### config.mk
export PLATFORM = sky130hd
export DESIGN_NAME = weight_tile_scheduler
export DESIGN_NICKNAME = d
export VERILOG_FILES = /design/src/rtl/weight_tile_scheduler.sv
export SDC_FILE = /design/constraint.sdc
export NUM_CORES = 1
export LEC_CHECK = 0
export ABC_AREA = 1
export BUFFER_PORTS_ARGS = -buffer_cell sky130_fd_sc_hd__buf_4
export CORE_ASPECT_RATIO = 0.8
export CORE_UTILIZATION = 30
export CTS_BUF_LIST = sky130_fd_sc_hd__clkbuf_8 sky130_fd_sc_hd__clkbuf_16
export DETAILED_ROUTE_END_ITERATION = 16
export GPL_ROUTABILITY_DRIVEN = 1
export PLACE_DENSITY_LB_ADDON = 0.08
export REMOVE_ABC_BUFFERS = 1
export SYNTH_ARGS = -nofsm -noshare
export SYNTH_HDL_FRONTEND = slang
export SYNTH_SLANG_ARGS = --single-unit
### constraint.sdc
create_clock -name clk -period 4.2 [get_ports clk]
set_input_delay 1.05 -clock clk [delete_from_list [all_inputs] [get_ports clk]]
set_output_delay 1.05 -clock clk [all_outputs]
set_load 0.005 [all_outputs]
### src/rtl/weight_tile_scheduler.sv
// weight_tile_scheduler: walks the (out tile, in tile) loop nest of a layer,
// programs the weight loader per tile and handshakes each tile with the PE array.
module weight_tile_scheduler #(
    parameter int TN     = 4,
    parameter int TM     = 8,
    parameter int ADDR_W = 10,
    parameter int CNT_W  = 6
) (
    input  logic              clk,
    input  logic              rst_n,
    input  logic              start,
    input  logic              abort,
    input  logic [ADDR_W-1:0] cfg_base_addr,
    input  logic [ADDR_W-1:0] cfg_tile_words,
    input  logic [CNT_W-1:0]  cfg_n_in_tiles,
    input  logic [CNT_W-1:0]  cfg_m_out_tiles,
    output logic              wctl_state,
    output logic [ADDR_W-1:0] wctl_init_addr,
    output logic [ADDR_W-1:0] wctl_amount,
    input  logic              wctl_ready,
    output logic              pe_start,
    input  logic              pe_done,
    output logic              acc_first,
    output logic              acc_last,
    output logic [CNT_W-1:0]  tile_in_idx,
    output logic [CNT_W-1:0]  tile_out_idx,
    output logic              busy,
    output logic              done
);

    // A default tile (TN*TM words) must be addressable
    if (TN * TM >= (1 << ADDR_W)) begin : g_bad_cfg
        $error("TN*TM does not fit in ADDR_W");
    end

    typedef enum logic [2:0] {
        IDLE,
        LOAD,
        COMPUTE,
        NEXT,
        DONE
    } state_t;

    state_t              state_q, state_d;
    logic                wctl_state_q, wctl_state_d;
    logic [ADDR_W-1:0]   addr_q, addr_d;
    logic [ADDR_W-1:0]   amount_q, amount_d;
    logic                pe_start_q, pe_start_d;
    logic                done_q, done_d;
    logic [CNT_W-1:0]    in_q, in_d;
    logic [CNT_W-1:0]    out_q, out_d;
    logic [CNT_W-1:0]    n_q, n_d;
    logic [CNT_W-1:0]    m_q, m_d;

    logic                in_last;
    logic                out_last;
    logic                tile_act;

    assign in_last  = (in_q == n_q - CNT_W'(1));
    assign out_last = (out_q == m_q - CNT_W'(1));
    assign tile_act = (state_q == LOAD) || (state_q == COMPUTE);

    // Next-state and next-output logic; abort overrides everything
    always_comb begin
        state_d      = state_q;
        wctl_state_d = wctl_state_q;
        addr_d       = addr_q;
        amount_d     = amount_q;
        pe_start_d   = 1'b0;
        done_d       = 1'b0;
        in_d         = in_q;
        out_d        = out_q;
        n_d          = n_q;
        m_d          = m_q;
        if (abort) begin
            state_d      = IDLE;
            wctl_state_d = 1'b0;
        end else begin
            unique case (state_q)
                IDLE: begin
                    if (start) begin
                        n_d      = cfg_n_in_tiles;
                        m_d      = cfg_m_out_tiles;
                        amount_d = cfg_tile_words;
                        addr_d   = cfg_base_addr;
                        in_d     = '0;
                        out_d    = '0;
                        if (cfg_n_in_tiles == '0 || cfg_m_out_tiles == '0) begin
                            state_d = DONE;
                            done_d  = 1'b1;
                        end else begin
                            state_d      = LOAD;
                            wctl_state_d = 1'b1;
                        end
                    end
                end
                LOAD: begin
                    wctl_state_d = 1'b1;
                    if (wctl_ready) begin
                        state_d    = COMPUTE;
                        pe_start_d = 1'b1;
                    end
                end
                COMPUTE: begin
                    if (!pe_start_q && pe_done) begin
                        state_d      = NEXT;
                        wctl_state_d = 1'b0;
                    end
                end
                NEXT: begin
                    addr_d = addr_q + amount_q;
                    if (in_last) begin
                        in_d  = '0;
                        out_d = out_q + CNT_W'(1);
                    end else begin
                        in_d = in_q + CNT_W'(1);
                    end
                    if (in_last && out_last) begin
                        state_d = DONE;
                        done_d  = 1'b1;
                    end else begin
                        state_d      = LOAD;
                        wctl_state_d = 1'b1;
                    end
                end
                DONE: begin
                    state_d = IDLE;
                end
                default: begin
                    state_d      = IDLE;
                    wctl_state_d = 1'b0;
                end
            endcase
        end
    end

    // State and registered outputs
    always_ff @(posedge clk or negedge rst_n) begin
        if (!rst_n) begin
            state_q      <= IDLE;
            wctl_state_q <= 1'b0;
            addr_q       <= '0;
            amount_q     <= '0;
            pe_start_q   <= 1'b0;
            done_q       <= 1'b0;
            in_q         <= '0;
            out_q        <= '0;
            n_q          <= '0;
            m_q          <= '0;
        end else begin
            state_q      <= state_d;
            wctl_state_q <= wctl_state_d;
            addr_q       <= addr_d;
            amount_q     <= amount_d;
            pe_start_q   <= pe_start_d;
            done_q       <= done_d;
            in_q         <= in_d;
            out_q        <= out_d;
            n_q          <= n_d;
            m_q          <= m_d;
        end
    end

    assign wctl_state     = wctl_state_q;
    assign wctl_init_addr = addr_q;
    assign wctl_amount    = amount_q;
    assign pe_start       = pe_start_q;
    assign done           = done_q;
    assign tile_in_idx    = in_q;
    assign tile_out_idx   = out_q;
    assign acc_first      = tile_act && (in_q == '0);
    assign acc_last       = tile_act && in_last;
    assign busy           = (state_q != IDLE);

endmodule

==> flow_summary.ini, run 1 <==
[pwr]
ir_worst_vdd_uv = 229.2
p_per_area_nw_per_um2 = 687.8
p_leak_nw = 2.042

[logic_synthesis]
synthArstFlopShare_pct = 100.0
synthFlopType = dfrtp_1
ys_warn_count = 0
synthTopCellsByArea = dfrtp_1 40%, nand2_1 15%, ha_1 5.6%
ys_seq_elements = 50
synth_top_area_share_pct = 39.90
syn_inst = 416
yosysTopAreaCell = dfrtp_1
synth.top_cells.by_count = 124 x nand2_1, 50 x dfrtp_1, 44 x inv_1, 42 x nor2_1, 28 x o21ai_0
synth-edff-count = 0
syn_avg_cell_area_um2 = 7.537
synth.distinct_cells = 36
netlist_area_um2 = 3136
synth.most_common_cell = nand2_1
synth-seq-area-share_pct = 39.90

[setup_path]
crit_path_start_kind = flop
startpoint = n_q[0]
rr_worst_depth = 9
crit_path_end_kind = primary output
cpMostUsedCell = inv_1
crit_type = reg -> out
crit_end = acc_last
path_cells = inv_1 > ha_1 > xor2_1 > nand2_1 > nand3b_1 > nor2_4 > inv_1 > a21oi_1 > buf_4
cp.arrival_ps = 2070
crit_required_ps = 3150
rr_startpoint = state_q[2]
path_delay_family = simple AND/OR/NAND/NOR gates
regToRegSetupSlack_ps = 1940
path_depth = 9
crit_path_top_delay_cell = dfrtp_1
worstPathMaxFanout = 6
r2r_end = wctl_init_addr[4]
crit_buf_inv = 3
cpPeakStageDelay_ps = 390

[placed_design]
dp_hpwl_um = 6262
pre_cts_slack_ps = 1213
gp_congestion = 0.8261
port_buffers = 75
dp_cells = 620

[sta]
final_hold_viol_count = 0
fmax_mhz = 320.3
drv_slew = 0
min_period_ps = 3122
worst_pin_slew_ps = 675.4
tns_ps = 0
period_share_pct = 74.33
relSlewSlack_pct = 54.97
rsz0062_at_grt = false
setup_violations = 0
finalWorstSetupSlack_ps = 1078
finClkSkew_ps = 6.034

[floorplanning]
coreArea_um2 = 9889
die_x_um = 116.3
io_pins = 76
dieArea_um2 = 10870
start_util_pct = 31.71
rows = 32
die_h_um = 93.44

[grt]
grt_use_total_pct = 16.43
grt_pass1_vias = 2659
grt_pass1_wl_um = 13610
antenna_found_initial = 0
overflow = 0
grt_max_degree = 51

[drt]
wire_per_inst_um = 13.16
ant_nets = 0
via_per_inst = 4.541
drt_first_iter_violations = 113
drcViolationCount = 0
wl_um = 8267
vias = 2852
first_pass_iters = 4

[cts]
cts_root_buffer = clkbuf_16
cts_tree = yes
clk_pin_slew_ps = 70
cts_resized = 0
cts.path.max_buffers = 2
holdBufCountCts = 0
numCtsBuffers = 5
h-tree-depth = 2
cts.sinks = 50
clk_latency_ps = 290
cts_setup_buffers = 0

[outcome]
status = finished, final reports clean

[final_layout]
areaGrowthSynthToFinish_pct = 26.98
stdcell_count = 628
drive_gt1_share_pct = 19.92
final_nets = 544
diodes = 0

[flow_run]
max_cap_violations = 0

[hold_path]
holdCritPathClass = reg -> reg
layout by cell type (no fill, tap or decap), drive strengths merged:
cell type and count:
a21boi 2, a21o 2, a21oi 11, a221oi 1, a22oi 4, a31oi 1
buf 75, bufinv 1, clkbuf 5, dfrtp 50, fa 1, ha 14
inv 52, nand2 126, nand3 25, nand3b 2, nand4 6, nor2 46
nor3 6, nor4 1, o211ai 2, o21ai 34, o21bai 1, o22ai 3
o31ai 2, xnor2 5, xor2 14
where the power goes:
| group | switching, mW | internal (mW) | total, mW |
|---|---|---|---|
| clock network | 0.178 | 0.277 | 0.455 |
| logic | 0.854 | 0.613 | 1.47 |
| registers | 0.161 | 0.654 | 0.816 |
cell families (layout without fill, tap and decap cells):
family,count (synthesis),after routing,share of synthesized area (%)
simple gates,212,212,29.01
compound gates,63,63,11.97
buf+inv,57,133,7.582
flops,50,50,39.90
xor+xnor,19,19,5.307
fa+ha+maj,15,15,6.225
how the worst min path moves through the flow:
stage | startpoint | endpoint | slack [ps] | cells past startpoint
detailed placement | m_q[5] | m_q[5] | 500 | 2
CTS | m_q[5] | m_q[5] | 510 | 2
global placement | m_q[5] | m_q[5] | 500 | 2
floorplan | m_q[5] | m_q[5] | 470 | 2
global route | wctl_amount[4] | wctl_amount[4] | 550 | 2
finish | m_q[5] | m_q[5] | 510 | 2
flip-flops by register name (all words and copies together), names as in the netlist:
signal / count
tile_out_idx: 6
m_q: 6
state_q: 3
pe_start: 1
done: 1
wctl_amount: 10
wctl_init_addr: 10
n_q: 6
tile_in_idx: 6
wctl_state: 1
through the flow:
step | hold WS (ps) | area, um2 | util [%] | power, mW
finish | 506.9 | 3981 | 40.26 | 2.738
global route | 547.4 | 3981 | 40.26 | 3.017
CTS | 513.1 | 3981 | 40.26 | 2.765
detailed placement | 496.9 | 3819 | 38.61 | 2.296
global placement | 498.9 | 3819 | 38.61 | 2.277
floorplan | 473.2 | 3085 | - | 1.805
tightest hold or removal path: stages (launching register included):
cell	delay, ps
dfrtp_1	360
nand2_1	50
o21ai_0	60
layer usage:
metal  share of wire (%)  wire [um]  global-route usage, %  vias to the layer above
met5                   0          0                      0                        -
met1                  54       4444                  24.90                     1297
met3                 3.8        316                  2.787                        4
met4                0.67         55                  3.526                        0
li1                    -          -                      -                     1500
met2                  42       3451                  24.01                       51
layout make-up:
class,instances,area (um2)
clock buffers,5,125.1
flip-flops and latches,50,1251
repair buffers,75,563.0
fillers,1062,5908
multi-input cells,309,1647
inverters,50,187.7
well taps,136,170.2
clock inverters,3,37.54
Note: power is estimated with default switching activity, not from simulation.
==> run 2, diff against run 1 <==
==> constraint.sdc (replaced) <==
create_clock -name clk -period 2.8 [get_ports clk]
set_input_delay 0.7 -clock clk [delete_from_list [all_inputs] [get_ports clk]]
set_output_delay 0.7 -clock clk [all_outputs]
set_load 0.005 [all_outputs]
==> run 2 against run 1 <==
  * Clock skew increased by 3.2 ps
  * Register-to-register slack lost 1300 ps
  * Combinational power grew 53%
  * Worst setup slack worse by 870 ps
  * Clock-buffer cell count grew 1
  * Non-clock buffer count up 7
  * Final cell count is 1.1% higher
  * Largest power group unchanged
==> flow_summary.ini, run 2 (synthesized netlist as in run 1, its figures left out) <==
[outcome]
status = finished, final reports clean

[sta]
relSlewSlack_pct = 54.72
holdWs_ps = 445.9
drv_slew = 0
worst_pin_slew_ps = 679.2
tns_ps = 0
finClkSkew_ps = 9.202
final_hold_viol_count = 0
rsz0062_at_grt = false
fmax_mhz = 386.3
min_period_ps = 2589
setup_violations = 0
period_share_pct = 92.45

[floorplanning]
die_h_um = 93.44
dieArea_um2 = 10870
die_x_um = 116.3
rows = 32
io_pins = 76
start_util_pct = 31.71
coreArea_um2 = 9889

[final_layout]
layout_commonest_cell = nand2_1
diodes = 0
layout_common_cells = 124 x nand2_1, 82 x buf_4, 50 x dfrtp_1
final_nets = 551
areaGrowthSynthToFinish_pct = 28.29
drive_gt1_share_pct = 21.44
fillerInstances = 1043
stdcell_count = 635

[setup_path]
r2r_end = wctl_init_addr[6]
crit_path_top_delay_cell = dfrtp_1
startpoint = n_q[0]
rr_startpoint = wctl_amount[0]
rr_worst_depth = 9
crit_required_ps = 2100
worstPathMaxFanout = 5
crit_path_end_kind = primary output
crit_path_start_kind = flop
cp.arrival_ps = 1890
crit_type = reg -> out
path_cells = inv_1 > ha_1 > xor2_1 > nand2_1 > nand3b_1 > nor2_4 > inv_1 > a21oi_1 > buf_4
cpPeakStageDelay_ps = 400
cpMostUsedCell = inv_1
regToRegSetupSlack_ps = 610

[hold_path]
holdCritPathClass = in -> async

[cts]
cts_root_buffer = clkbuf_16
holdBufCountCts = 0
cts.path.max_buffers = 2
h-tree-depth = 2
cts_resized = 0
cts_setup_buffers = 0
clk_latency_ps = 290
cts.sinks = 50
clk_pin_slew_ps = 70
cts_tree = yes
numCtsBuffers = 5

[grt]
grt_use_total_pct = 16.61
overflow = 0
grt_use_met3_pct = 3.500
antenna_found_initial = 0
met2_usage_pct = 23.52
top_usage_layer = met1
grt_pass1_vias = 2697
grt_max_degree = 51
use_met1_pct = 25.74
grt_pass1_wl_um = 13810

[pwr]
combPwrFrac_pct = 54.8
p_sw_mw = 1.812
internal-power_mw = 2.294
netSwitchingFraction_pct = 44.13
p_per_area_nw_per_um2 = 1021
clkPwrFrac_pct = 15.4
pwr-share-seq_pct = 29.8
ir_worst_vdd_uv = 319.0
p_leak_nw = 2.065
finalPower_mw = 4.106

[drt]
wire_per_inst_um = 13.27
vias = 2834
drt_first_iter_violations = 125
drcViolationCount = 0
wl_um = 8427
ant_nets = 0
via_per_inst = 4.463
first_pass_iters = 4

[placed_design]
dp_cells = 624
port_buffers = 75
gp_congestion = 0.8094
dp_hpwl_um = 6439

[flow_run]
max_cap_violations = 0
## run 2: cell count changes in the layout (fill, tap and decap cells not counted)
| cell | change |
|---|---|
| buf_4 | +7 |
| bufinv_16 | -1 |
| clkbuf_8 | +1 |
| clkinv_2 | +1 |
| clkinvlp_4 | +1 |
| inv_1 | -2 |
## run 2: how the worst max path moves through the flow
stage,depth (start not counted),slack (ps),to
after floorplan,8,640,acc_last
after global placement,9,430,acc_last
after detailed placement,9,410,acc_last
after CTS,9,80,acc_last
after global routing,11,40,acc_last
final,9,210,acc_last
## run 2: layout make-up
class	count	area (um2)	area share, %
Clock inverter	2	12.51	0.3110
Timing Repair Buffer	82	615.6	15.30
Tap cell	136	170.2	4.230
Multi-Input combinational cell	309	1647	40.93
Sequential cell	50	1251	31.10
Clock buffer	6	138.9	3.453
Inverter	50	187.7	4.666
## run 2: per-stage QoR
step	utilization (%)	setup WS, ps	instance area (um2)
after floorplan	-	638.3	3085
after global placement	38.92	433.7	3849
after detailed placement	38.92	405.1	3849
after CTS	40.45	76.24	4000
after global routing	40.68	39.46	4023
final	40.68	211.4	4023
## run 2: power groups by stage
stage,logic (mW),clock network (mW),registers [mW]
2_1_floorplan,1.52,0,1.19
3_3_place_gp,2.23,0,1.24
3_5_place_dp,2.25,0,1.24
4_1_cts,2.26,0.658,1.23
5_1_grt,2.59,0.686,1.26
6_report,2.25,0.632,1.22
## run 2: metal layers
layer  part of all wire [%]  vias up
met1                     56     1267
li1                       -     1513
met4                   0.45        0
met3                    4.1        2
met2                     40       52
met5                      0        -
## run 2: worst max-delay path: cells and delay by family, from the launching register on
family	cells	cell delay, ps
buffers and inverters	3	330
flip-flops	1	400
adder cells (fa/ha/maj)	1	260
AND/OR/NAND/NOR	3	350
AO/OA/AOI/OAI	1	120
XOR/XNOR	1	150
==> run 3, diff against run 2 <==
--- a/config.mk
+++ b/config.mk
@@ -13,6 +13,7 @@
 export DETAILED_ROUTE_END_ITERATION = 16
 export GPL_ROUTABILITY_DRIVEN = 1
 export PLACE_DENSITY_LB_ADDON = 0.08
+export RECOVER_POWER = 100
 export REMOVE_ABC_BUFFERS = 1
 export SYNTH_ARGS = -nofsm -noshare
 export SYNTH_HDL_FRONTEND = slang
==> constraint.sdc (replaced) <==
create_clock -name clk -period 2.8 [get_ports clk]
set_input_delay 0.7 -clock clk [delete_from_list [all_inputs] [get_ports clk]]
set_output_delay 0.7 -clock clk [all_outputs]
set_load 0.02 [all_outputs]
==> run 3 against run 2 <==
  * Global-route usage up 0.51 points
  * Clock power down 3.6%
  * Hold slack better by 65 ps
  * Critical path type unchanged
==> flow_summary.ini, run 3 (synthesized netlist as in run 1, its figures left out) <==
[setup_path]
rr_startpoint = n_q[0]
startpoint = n_q[0]
crit_path_end_kind = primary output
crit_type = reg -> out
crit_required_ps = 2100
regToRegSetupSlack_ps = 370
r2r_end = tile_out_idx[4]
cp.arrival_ps = 1910
worstPathMaxFanout = 5
rr_worst_depth = 10
crit_end = acc_last
crit_path_start_kind = flop

[pwr]
p_per_area_nw_per_um2 = 1077
ir_worst_vdd_uv = 287.3
p_leak_nw = 1.889

[drt]
drcViolationCount = 0
via_per_inst = 4.550
wire_per_inst_um = 13.55
wl_um = 8549
vias = 2871
first_pass_iters = 4
drt_first_iter_violations = 118
ant_nets = 0

[grt]
grt_use_total_pct = 17.12
grt_pass1_wl_um = 14130
grt_max_degree = 51
antenna_found_initial = 0
grt_pass1_vias = 2803
overflow = 0

[cts]
numCtsBuffers = 5
clk_latency_ps = 290
cts.path.max_buffers = 2
cts_tree = yes
cts.sinks = 50
cts_root_buffer = clkbuf_16
h-tree-depth = 2
cts_resized = 0
clk_pin_slew_ps = 70
cts_setup_buffers = 0
holdBufCountCts = 0

[final_layout]
final_nets = 549
layout_commonest_cell = nand2_1
layout_common_cells = 126 x nand2_1, 50 x dfrtp_1, 46 x inv_1
drive_gt1_share_pct = 10.91
fillerInstances = 1102
stdcell_count = 631
postLayoutCellArea_um2 = 3809
areaGrowthSynthToFinish_pct = 21.47
diodes = 0
fin_util_pct = 38.51

[sta]
setup_violations = 0
fmax_mhz = 383.6
worst_pin_slew_ps = 1366
min_period_ps = 2607
final_hold_viol_count = 0
drv_slew = 0
relSlewSlack_pct = 8.937
rsz0062_at_grt = false
tns_ps = 0
holdWs_ps = 510.7
finClkSkew_ps = 4.251
period_share_pct = 93.11

[outcome]
status = finished, final reports clean

[placed_design]
dp_cells = 624
dp_hpwl_um = 6506
port_buffers = 75
dpl-instance-area_um2 = 3849
gp_congestion = 0.8066

[floorplanning]
rows = 32
die_x_um = 116.3
dieArea_um2 = 10870
io_pins = 76
coreArea_um2 = 9889
start_util_pct = 31.71
die_h_um = 93.44

[hold_path]
holdCritPathClass = reg -> reg
hold_path_startpoint = m_q[5]

[flow_run]
max_cap_violations = 0
## run 3: through the flow
step / power, mW / worst slack [ps]
after floorplan: 2.911 / 425.2
after global placement: 3.687 / 407.6
after detailed placement: 3.718 / 366.4
after CTS: 4.356 / 34.68
after global routing: 4.529 / 22.63
final: 4.101 / 193.0
## run 3: worst min-delay path by stage
stage                                 to  depth (start not counted)
after floorplan                     done                          0
after global placement            m_q[5]                          2
after detailed placement          n_q[5]                          2
after CTS                 wctl_amount[6]                          1
after global routing              m_q[5]                          2
final                             m_q[5]                          2
## run 3: layout make-up
| cell class | count | area, um2 | area share, % |
|---|---|---|---|
| Timing Repair Buffer | 80 | 442.9 | 11.63 |
| Sequential cell | 50 | 1251 | 32.85 |
| Clock buffer | 6 | 138.9 | 3.647 |
| Inverter | 50 | 187.7 | 4.928 |
| Multi-Input combinational cell | 309 | 1618 | 42.48 |
| Tap cell | 136 | 170.2 | 4.468 |
## run 3: power by group
part           leakage (nW)  internal (mW)  total, mW  switching [mW]
Clock                0.0688          0.346      0.609           0.263
Combinational          1.18          0.784       2.27            1.49
Sequential            0.639          0.982       1.22           0.239
Total                  1.89           2.11       4.10            1.99
## run 3: critical path, cell delays in order (launching register included)
cell,delay (ps)
dfrtp_1,390
inv_1,130
ha_1,260
xor2_1,160
nand2_1,60
nand3b_1,190
nor2_4,100
inv_1,60
a21oi_1,120
buf_4,160
## run 3: layer usage
layer  track usage, %  share of wire (%)
met3            3.564                4.7
met5                0                  0
met1            25.65                 54
met4            4.274               0.94
met2            24.56                 40
